## config.mk

```make
export PLATFORM = sky130hd
export DESIGN_NAME = hilo_muldiv
export DESIGN_NICKNAME = d
export VERILOG_FILES = /design/src/rtl/hilo_muldiv.sv
export SDC_FILE = /design/constraint.sdc
export NUM_CORES = 2
export LEC_CHECK = 0
export ABC_AREA = 1
export BUFFER_PORTS_ARGS = -buffer_cell sky130_fd_sc_hd__buf_2
export CORE_ASPECT_RATIO = 0.5
export CORE_UTILIZATION = 50
export CTS_BUF_LIST = sky130_fd_sc_hd__clkbuf_8
export DETAILED_ROUTE_END_ITERATION = 8
export GPL_TIMING_DRIVEN = 0
export PLACE_DENSITY = 0.69
export SYNTH_ARGS = -nofsm -noshare
export SYNTH_HDL_FRONTEND = slang
export SYNTH_SLANG_ARGS = --single-unit
```

## constraint.sdc

```tcl
create_clock -name clk -period 7.57 [get_ports clk]
set_input_delay 0 -clock clk [delete_from_list [all_inputs] [get_ports clk]]
set_output_delay 0 -clock clk [all_outputs]
set_load 0.02 [all_outputs]
```

## src/rtl/hilo_muldiv.sv

```systemverilog
// hilo_muldiv: HI/LO register pair with a 2-cycle multiplier and a
// 33-cycle radix-2 restoring divider. stall holds the pipeline while a
// mul/div is in flight, done pulses for one cycle on completion, and
// MTHI/MTLO style writes (hilowrite) may land in any state.
module hilo_muldiv (
  input  logic        clk,
  input  logic        rst,
  input  logic        start,
  input  logic [1:0]  op,
  input  logic [31:0] a,
  input  logic [31:0] b,
  input  logic        flush,
  input  logic [1:0]  hilowrite,
  input  logic [31:0] wdata,
  output logic        stall,
  output logic        done,
  output logic [31:0] hi,
  output logic [31:0] lo
);

  typedef enum logic [1:0] {
    IDLE = 2'd0,
    MUL  = 2'd1,
    DIV  = 2'd2,
    DONE = 2'd3
  } state_t;

  state_t      state_r;
  logic [4:0]  divCnt_r;
  logic [1:0]  opLatched_r;
  logic [31:0] aLatched_r;
  logic [31:0] bLatched_r;
  logic [31:0] rem_r;        // partial remainder
  logic [31:0] quo_r;        // dividend bits shift out the top, quotient bits shift in

  logic        signedOp_s;
  logic [31:0] divisor_s;
  logic [63:0] extA_s;
  logic [63:0] extB_s;
  logic [63:0] product_s;
  logic [33:0] trial_s;
  logic [31:0] remNext_s;
  logic [31:0] quoNext_s;
  logic [31:0] quoFinal_s;
  logic [31:0] remFinal_s;

  // Two's-complement magnitude; unsigned operands pass through untouched.
  // -2^31 maps to 0x80000000, which is exactly its unsigned magnitude.
  function automatic logic [31:0] magnitude(input logic [31:0] v, input logic isSigned);
    if (isSigned && v[31]) begin
      magnitude = 32'd0 - v;
    end else begin
      magnitude = v;
    end
  endfunction

  // Datapath: product, one restoring-division step, sign fix-up and stall.
  always_comb begin
    signedOp_s = ~opLatched_r[0];
    divisor_s  = magnitude(bLatched_r, signedOp_s);

    // Sign-extending to 64 bits makes the low 64 bits of the product
    // correct for both signed and unsigned operands.
    extA_s    = {{32{signedOp_s & aLatched_r[31]}}, aLatched_r};
    extB_s    = {{32{signedOp_s & bLatched_r[31]}}, bLatched_r};
    product_s = extA_s * extB_s;

    // 34-bit trial so a shifted remainder up to 2^33-1 never aliases the sign.
    trial_s = {1'b0, rem_r, quo_r[31]} - {2'b00, divisor_s};
    if (!trial_s[33]) begin
      remNext_s = trial_s[31:0];
      quoNext_s = {quo_r[30:0], 1'b1};
    end else begin
      remNext_s = {rem_r[30:0], quo_r[31]};
      quoNext_s = {quo_r[30:0], 1'b0};
    end

    if (signedOp_s && (aLatched_r[31] ^ bLatched_r[31])) begin
      quoFinal_s = 32'd0 - quoNext_s;
    end else begin
      quoFinal_s = quoNext_s;
    end
    if (signedOp_s && aLatched_r[31]) begin
      remFinal_s = 32'd0 - remNext_s;
    end else begin
      remFinal_s = remNext_s;
    end

    if (rst || flush) begin
      stall = 1'b0;
    end else begin
      stall = ((state_r == IDLE) && start) || (state_r == MUL) || (state_r == DIV);
    end
  end

  // Control FSM plus HI/LO update; a result write overrides a same-cycle hilowrite.
  always_ff @(posedge clk or posedge rst) begin
    if (rst) begin
      state_r     <= IDLE;
      divCnt_r    <= 5'd0;
      opLatched_r <= 2'b00;
      aLatched_r  <= 32'd0;
      bLatched_r  <= 32'd0;
      rem_r       <= 32'd0;
      quo_r       <= 32'd0;
      hi          <= 32'd0;
      lo          <= 32'd0;
      done        <= 1'b0;
    end else begin
      if (hilowrite[1]) begin
        hi <= wdata;
      end
      if (hilowrite[0]) begin
        lo <= wdata;
      end
      done <= 1'b0;

      case (state_r)
        IDLE: begin
          if (start && !flush) begin
            opLatched_r <= op;
            aLatched_r  <= a;
            bLatched_r  <= b;
            rem_r       <= 32'd0;
            quo_r       <= magnitude(a, ~op[0]);
            divCnt_r    <= 5'd0;
            state_r     <= op[1] ? DIV : MUL;
          end else begin
            state_r <= IDLE;
          end
        end
        MUL: begin
          if (flush) begin
            state_r <= IDLE;
          end else begin
            hi      <= product_s[63:32];
            lo      <= product_s[31:0];
            done    <= 1'b1;
            state_r <= DONE;
          end
        end
        DIV: begin
          if (flush) begin
            state_r <= IDLE;
          end else begin
            rem_r    <= remNext_s;
            quo_r    <= quoNext_s;
            divCnt_r <= divCnt_r + 5'd1;
            if (divCnt_r == 5'd31) begin
              // A zero divisor runs the full sequence but leaves HI/LO alone.
              if (divisor_s != 32'd0) begin
                hi <= remFinal_s;
                lo <= quoFinal_s;
              end
              done    <= 1'b1;
              state_r <= DONE;
            end else begin
              state_r <= DIV;
            end
          end
        end
        DONE: begin
          state_r <= IDLE;
        end
        default: begin
          state_r <= IDLE;
        end
      endcase
    end
  end

endmodule

```

==> run_summary.xml <==
<?xml version="1.0" encoding="UTF-8"?>
<metrics>
  <group name="run_status">
    <metric name="status" unit="">complete, but fails checks</metric>
    <metric name="failed_checks" unit="">setup timing</metric>
  </group>
  <group name="clock_tree">
    <metric name="cts-root-buf" unit="">sky130_fd_sc_hd__clkbuf_8</metric>
    <metric name="max-clock-path-buffers" unit="">3</metric>
    <metric name="path_clk_slew" unit="ns">0.06</metric>
    <metric name="clock_tree.htree_level_count" unit="">2</metric>
    <metric name="clock_buffer_count_from_cts" unit="">42</metric>
    <metric name="cts.sink_count" unit="">201</metric>
    <metric name="clock_tree_from_tritoncts" unit="">done</metric>
    <metric name="clock_latency" unit="ns">0.62</metric>
  </group>
  <group name="worst_setup_path">
    <metric name="startpoint_type" unit="">flop</metric>
    <metric name="critical_path_arrival" unit="ns">8.43</metric>
    <metric name="worst_ep_required_time" unit="ns">8.03</metric>
    <metric name="critPathMaxFanout" unit="">9</metric>
    <metric name="kind_of_end_point_of_the_critical_path" unit="">flop</metric>
    <metric name="cpPeakStageDelay" unit="ns">0.68</metric>
    <metric name="timing.critical_path.mode_cell" unit="">sky130_fd_sc_hd__fa_1</metric>
    <metric name="timing.critical_path.slowest_stage_cell" unit="">sky130_fd_sc_hd__fa_2</metric>
    <metric name="critPathBufInv" unit="">6</metric>
    <metric name="timing.setup.critical_path_class" unit="">reg -&gt; reg</metric>
    <metric name="critical_path.top_delay_family" unit="">adder cells</metric>
  </group>
  <group name="detailed_routing">
    <metric name="drt_pre_antenna_iters" unit="">8</metric>
    <metric name="post_drt_via_cell_ratio" unit="">5.59</metric>
    <metric name="detail_route.wl_per_cell" unit="um">25.1</metric>
    <metric name="drtAntennaViolNets" unit="">0</metric>
    <metric name="route.vias.total" unit="">52698</metric>
    <metric name="drc_errors" unit="">0</metric>
    <metric name="routed_wl" unit="um">237000</metric>
    <metric name="drt-initial-drc-count" unit="">6533</metric>
  </group>
  <group name="global_route">
    <metric name="overflow_left_after_global_routing" unit="">0</metric>
    <metric name="use_met1" unit="%">57.7</metric>
    <metric name="grt.busiest_layer" unit="">met2</metric>
    <metric name="grt_pass1_wl" unit="um">341000</metric>
    <metric name="grt_start_max_net_pins" unit="">106</metric>
    <metric name="grt_usage" unit="%">41.8</metric>
    <metric name="met2_usage" unit="%">57.9</metric>
    <metric name="use_met3" unit="%">17.7</metric>
    <metric name="grt_antenna_before_repair" unit="">8</metric>
    <metric name="grt_pass1_vias" unit="">51454</metric>
  </group>
  <group name="synth">
    <metric name="top_cell_type_s_share_of_synthesized_area" unit="%">40.5</metric>
    <metric name="mappedNetlistNets" unit="">8870</metric>
    <metric name="cells_after_synthesis" unit="">7385</metric>
    <metric name="synth_top_flop_cell" unit="">sky130_fd_sc_hd__dfrtp_1</metric>
    <metric name="synth_async_sr_flop_share" unit="%">100</metric>
    <metric name="netlist_top_cells_count" unit="">1,948 x sky130_fd_sc_hd__nand2_1, 1,870 x sky130_fd_sc_hd__inv_1, 1,126 x sky130_fd_sc_hd__fa_1, 319 x sky130_fd_sc_hd__nor2_1, 319 x sky130_fd_sc_hd__o21ai_0</metric>
    <metric name="synth.yosys.seq_area_share" unit="%">9.05</metric>
    <metric name="synth.yosys.warnings" unit="">0</metric>
    <metric name="synth_seq_cells" unit="">201</metric>
    <metric name="synth.most_common_cell" unit="">sky130_fd_sc_hd__nand2_1</metric>
    <metric name="synthTopCellsByArea" unit="">sky130_fd_sc_hd__fa_1 41%, sky130_fd_sc_hd__nand2_1 13%, sky130_fd_sc_hd__inv_1 13%, sky130_fd_sc_hd__dfrtp_1 9.0%, sky130_fd_sc_hd__ha_1 5.7%</metric>
    <metric name="netlist_area" unit="sq um">55600</metric>
    <metric name="synth_top_area_cell" unit="">sky130_fd_sc_hd__fa_1</metric>
    <metric name="post_synth_num_cell_types" unit="">65</metric>
    <metric name="synth_enable_flop_cells" unit="">0</metric>
    <metric name="average_cell_area_after_synthesis" unit="sq um">7.53</metric>
  </group>
  <group name="cells_and_area">
    <metric name="final_layout_size_suffix_gt1_share" unit="%">18.2</metric>
    <metric name="post_route_cell_area" unit="sq um">66900</metric>
    <metric name="area_growth" unit="%">20.3</metric>
    <metric name="nets" unit="">9376</metric>
  </group>
  <group name="die">
    <metric name="design.portCount" unit="">170</metric>
    <metric name="fp.dieW" unit="um">474</metric>
    <metric name="die_area" unit="sq um">113000</metric>
    <metric name="placementRows" unit="">86</metric>
    <metric name="core_area" unit="sq um">110000</metric>
    <metric name="die_height" unit="um">238</metric>
    <metric name="initial_core_util" unit="%">50.5</metric>
  </group>
  <group name="place">
    <metric name="placed_cell_area" unit="sq um">58400</metric>
    <metric name="place.port_buffers" unit="">167</metric>
    <metric name="hpwl" unit="um">191000</metric>
    <metric name="place.gp.congestion" unit="">1.05</metric>
  </group>
  <group name="timing">
    <metric name="report.final.slew_viol_count" unit="">0</metric>
    <metric name="slew-limit-headroom" unit="%">23.5</metric>
    <metric name="timing_worst_slew_pin_value" unit="ns">1.15</metric>
    <metric name="setup_viol" unit="">29</metric>
    <metric name="fin_worst_setup_slack" unit="ns">-0.402</metric>
    <metric name="rsz_0062_raised_after_global_routing" unit="">true</metric>
    <metric name="timing.final.crit_share" unit="%">105</metric>
    <metric name="final-hold-violation-count" unit="">0</metric>
    <metric name="finalCriticalPeriod" unit="ns">7.97</metric>
    <metric name="maxClockFrequency" unit="GHz">0.125</metric>
    <metric name="clock_skew" unit="ns">0.0451</metric>
  </group>
  <group name="run">
    <metric name="cap_viol_max_count" unit="">0</metric>
  </group>
  <group name="worst_hold_path">
    <metric name="hold_class" unit="">in -&gt; async</metric>
  </group>
</metrics>
-- placed cells by master, fill, tap and decap left out, types with 96 or more instances in the layout --
cell | synthesis | layout
sky130_fd_sc_hd__dlygate4sd3_1 | 0 | 96
sky130_fd_sc_hd__nand3_1 | 207 | 185
sky130_fd_sc_hd__dfrtp_1 | 201 | 156
sky130_fd_sc_hd__fa_1 | 1126 | 1068
sky130_fd_sc_hd__nor2_1 | 319 | 257
sky130_fd_sc_hd__nand2_1 | 1948 | 1863
sky130_fd_sc_hd__buf_2 | 27 | 188
sky130_fd_sc_hd__a21oi_1 | 243 | 148
sky130_fd_sc_hd__o21ai_0 | 319 | 262
sky130_fd_sc_hd__inv_2 | 13 | 121
sky130_fd_sc_hd__inv_1 | 1870 | 1757
sky130_fd_sc_hd__ha_1 | 255 | 211
sky130_fd_sc_hd__buf_4 | 2 | 220
-- tightest hold or removal path, cell delays in order --
cell and delay [ns]:
sky130_fd_sc_hd__dlygate4sd3_1 0.54, sky130_fd_sc_hd__buf_2 0.16, sky130_fd_sc_hd__inv_8 0.49
-- cells by family (layout without fill, tap and decap cells) --
family / count (synthesis) / count (layout) / share of synthesized area (%)
AO/OA/AOI/OAI: 768 / 768 / 7.86
AND/OR/NAND/NOR: 2639 / 2639 / 19.2
flip-flops: 201 / 201 / 9.05
adder cells (fa/ha/maj): 1381 / 1381 / 46.3
other: 0 / 7 / 0
multiplexers: 7 / 7 / 0.126
XOR/XNOR: 125 / 125 / 2.00
buffers and inverters: 2264 / 2796 / 15.5
-- flip-flops by register name, summed over array words and instances (netlist names) --
| register | count |
|---|---|
| quo_r | 32 |
| aLatched_r | 32 |
| opLatched_r | 1 |
| rem_r | 32 |
| hi | 32 |
| done | 1 |
| bLatched_r | 32 |
| lo | 32 |
| state_r | 2 |
| divCnt_r | 5 |
-- repair_timing --
action,4_1_cts,5_1_grt
hold buffers,96,0
buffers inserted,138,109
gates resized for setup,1033,464
cloned,0,2
endpoints found under the hold margin,241,0
endpoints found under the setup margin,50,46
pin swaps,159,266
-- worst paths after layout --
| kind | start | endpoint | slack [ns] | depth (start not counted) |
|---|---|---|---|---|
| max | aLatched_r[31]$_DFFE_PP0P_ | hi[22]$_DFF_PP0_ | -0.40 | 28 |
| min | rst | hi[26]$_DFF_PP0_ | 0.04 | 3 |
| max reg2reg | aLatched_r[31]$_DFFE_PP0P_ | hi[22]$_DFF_PP0_ | -0.40 | 28 |
| min reg2reg | divCnt_r[0]$_DFFE_PP0P_ | divCnt_r[0]$_DFFE_PP0P_ | 0.52 | 1 |
| max in group asynchronous | rst | bLatched_r[27]$_DFFE_PP0P_ | 6.41 | 4 |
| min in group clk | wdata[5] | hi[5]$_DFF_PP0_ | 0.04 | 6 |
-- per-stage QoR --
step | hold slack [ns] | setup WS (ns) | instances | util [%] | setup TNS [ns]
6_report | 0.0382 | -0.402 | 9420 | 60.7 | -6.88
5_1_grt | 0.0928 | -0.568 | 9415 | 60.7 | -12.08
4_1_cts | 0.000991 | -0.339 | 9307 | 58.5 | -3.96
3_5_place_dp | 0.199 | -2.40 | 9049 | 53.0 | -84.18
3_3_place_gp | 0.198 | -2.33 | 9048 | 52.9 | -234.05
2_1_floorplan | 0.109 | 0.0784 | 7385 | - | 0
-- area by class of cell --
class	instances	area, sq um
Multi-Input combinational cell	4920	44900
Fill cell	10013	43300
Inverter	1889	7150
Sequential cell	201	5120
Timing Repair Buffer	511	4050
Buffer	325	2910
Tap cell	1496	1870
Clock buffer	50	688
Clock inverter	20	125
Antenna cell	7	17.5
Timing Repair inverter	1	6.26
-- routing by layer --
layer / vias up / share of wire, %
met5: - / 0.016
met1: 25975 / 39
met2: 3489 / 40
met4: 6 / 4.7
li1: 22602 / -
met3: 626 / 16
Power is not shown: default switching activity piles up to over one toggle a cycle in this logic, so the estimate is an artifact.
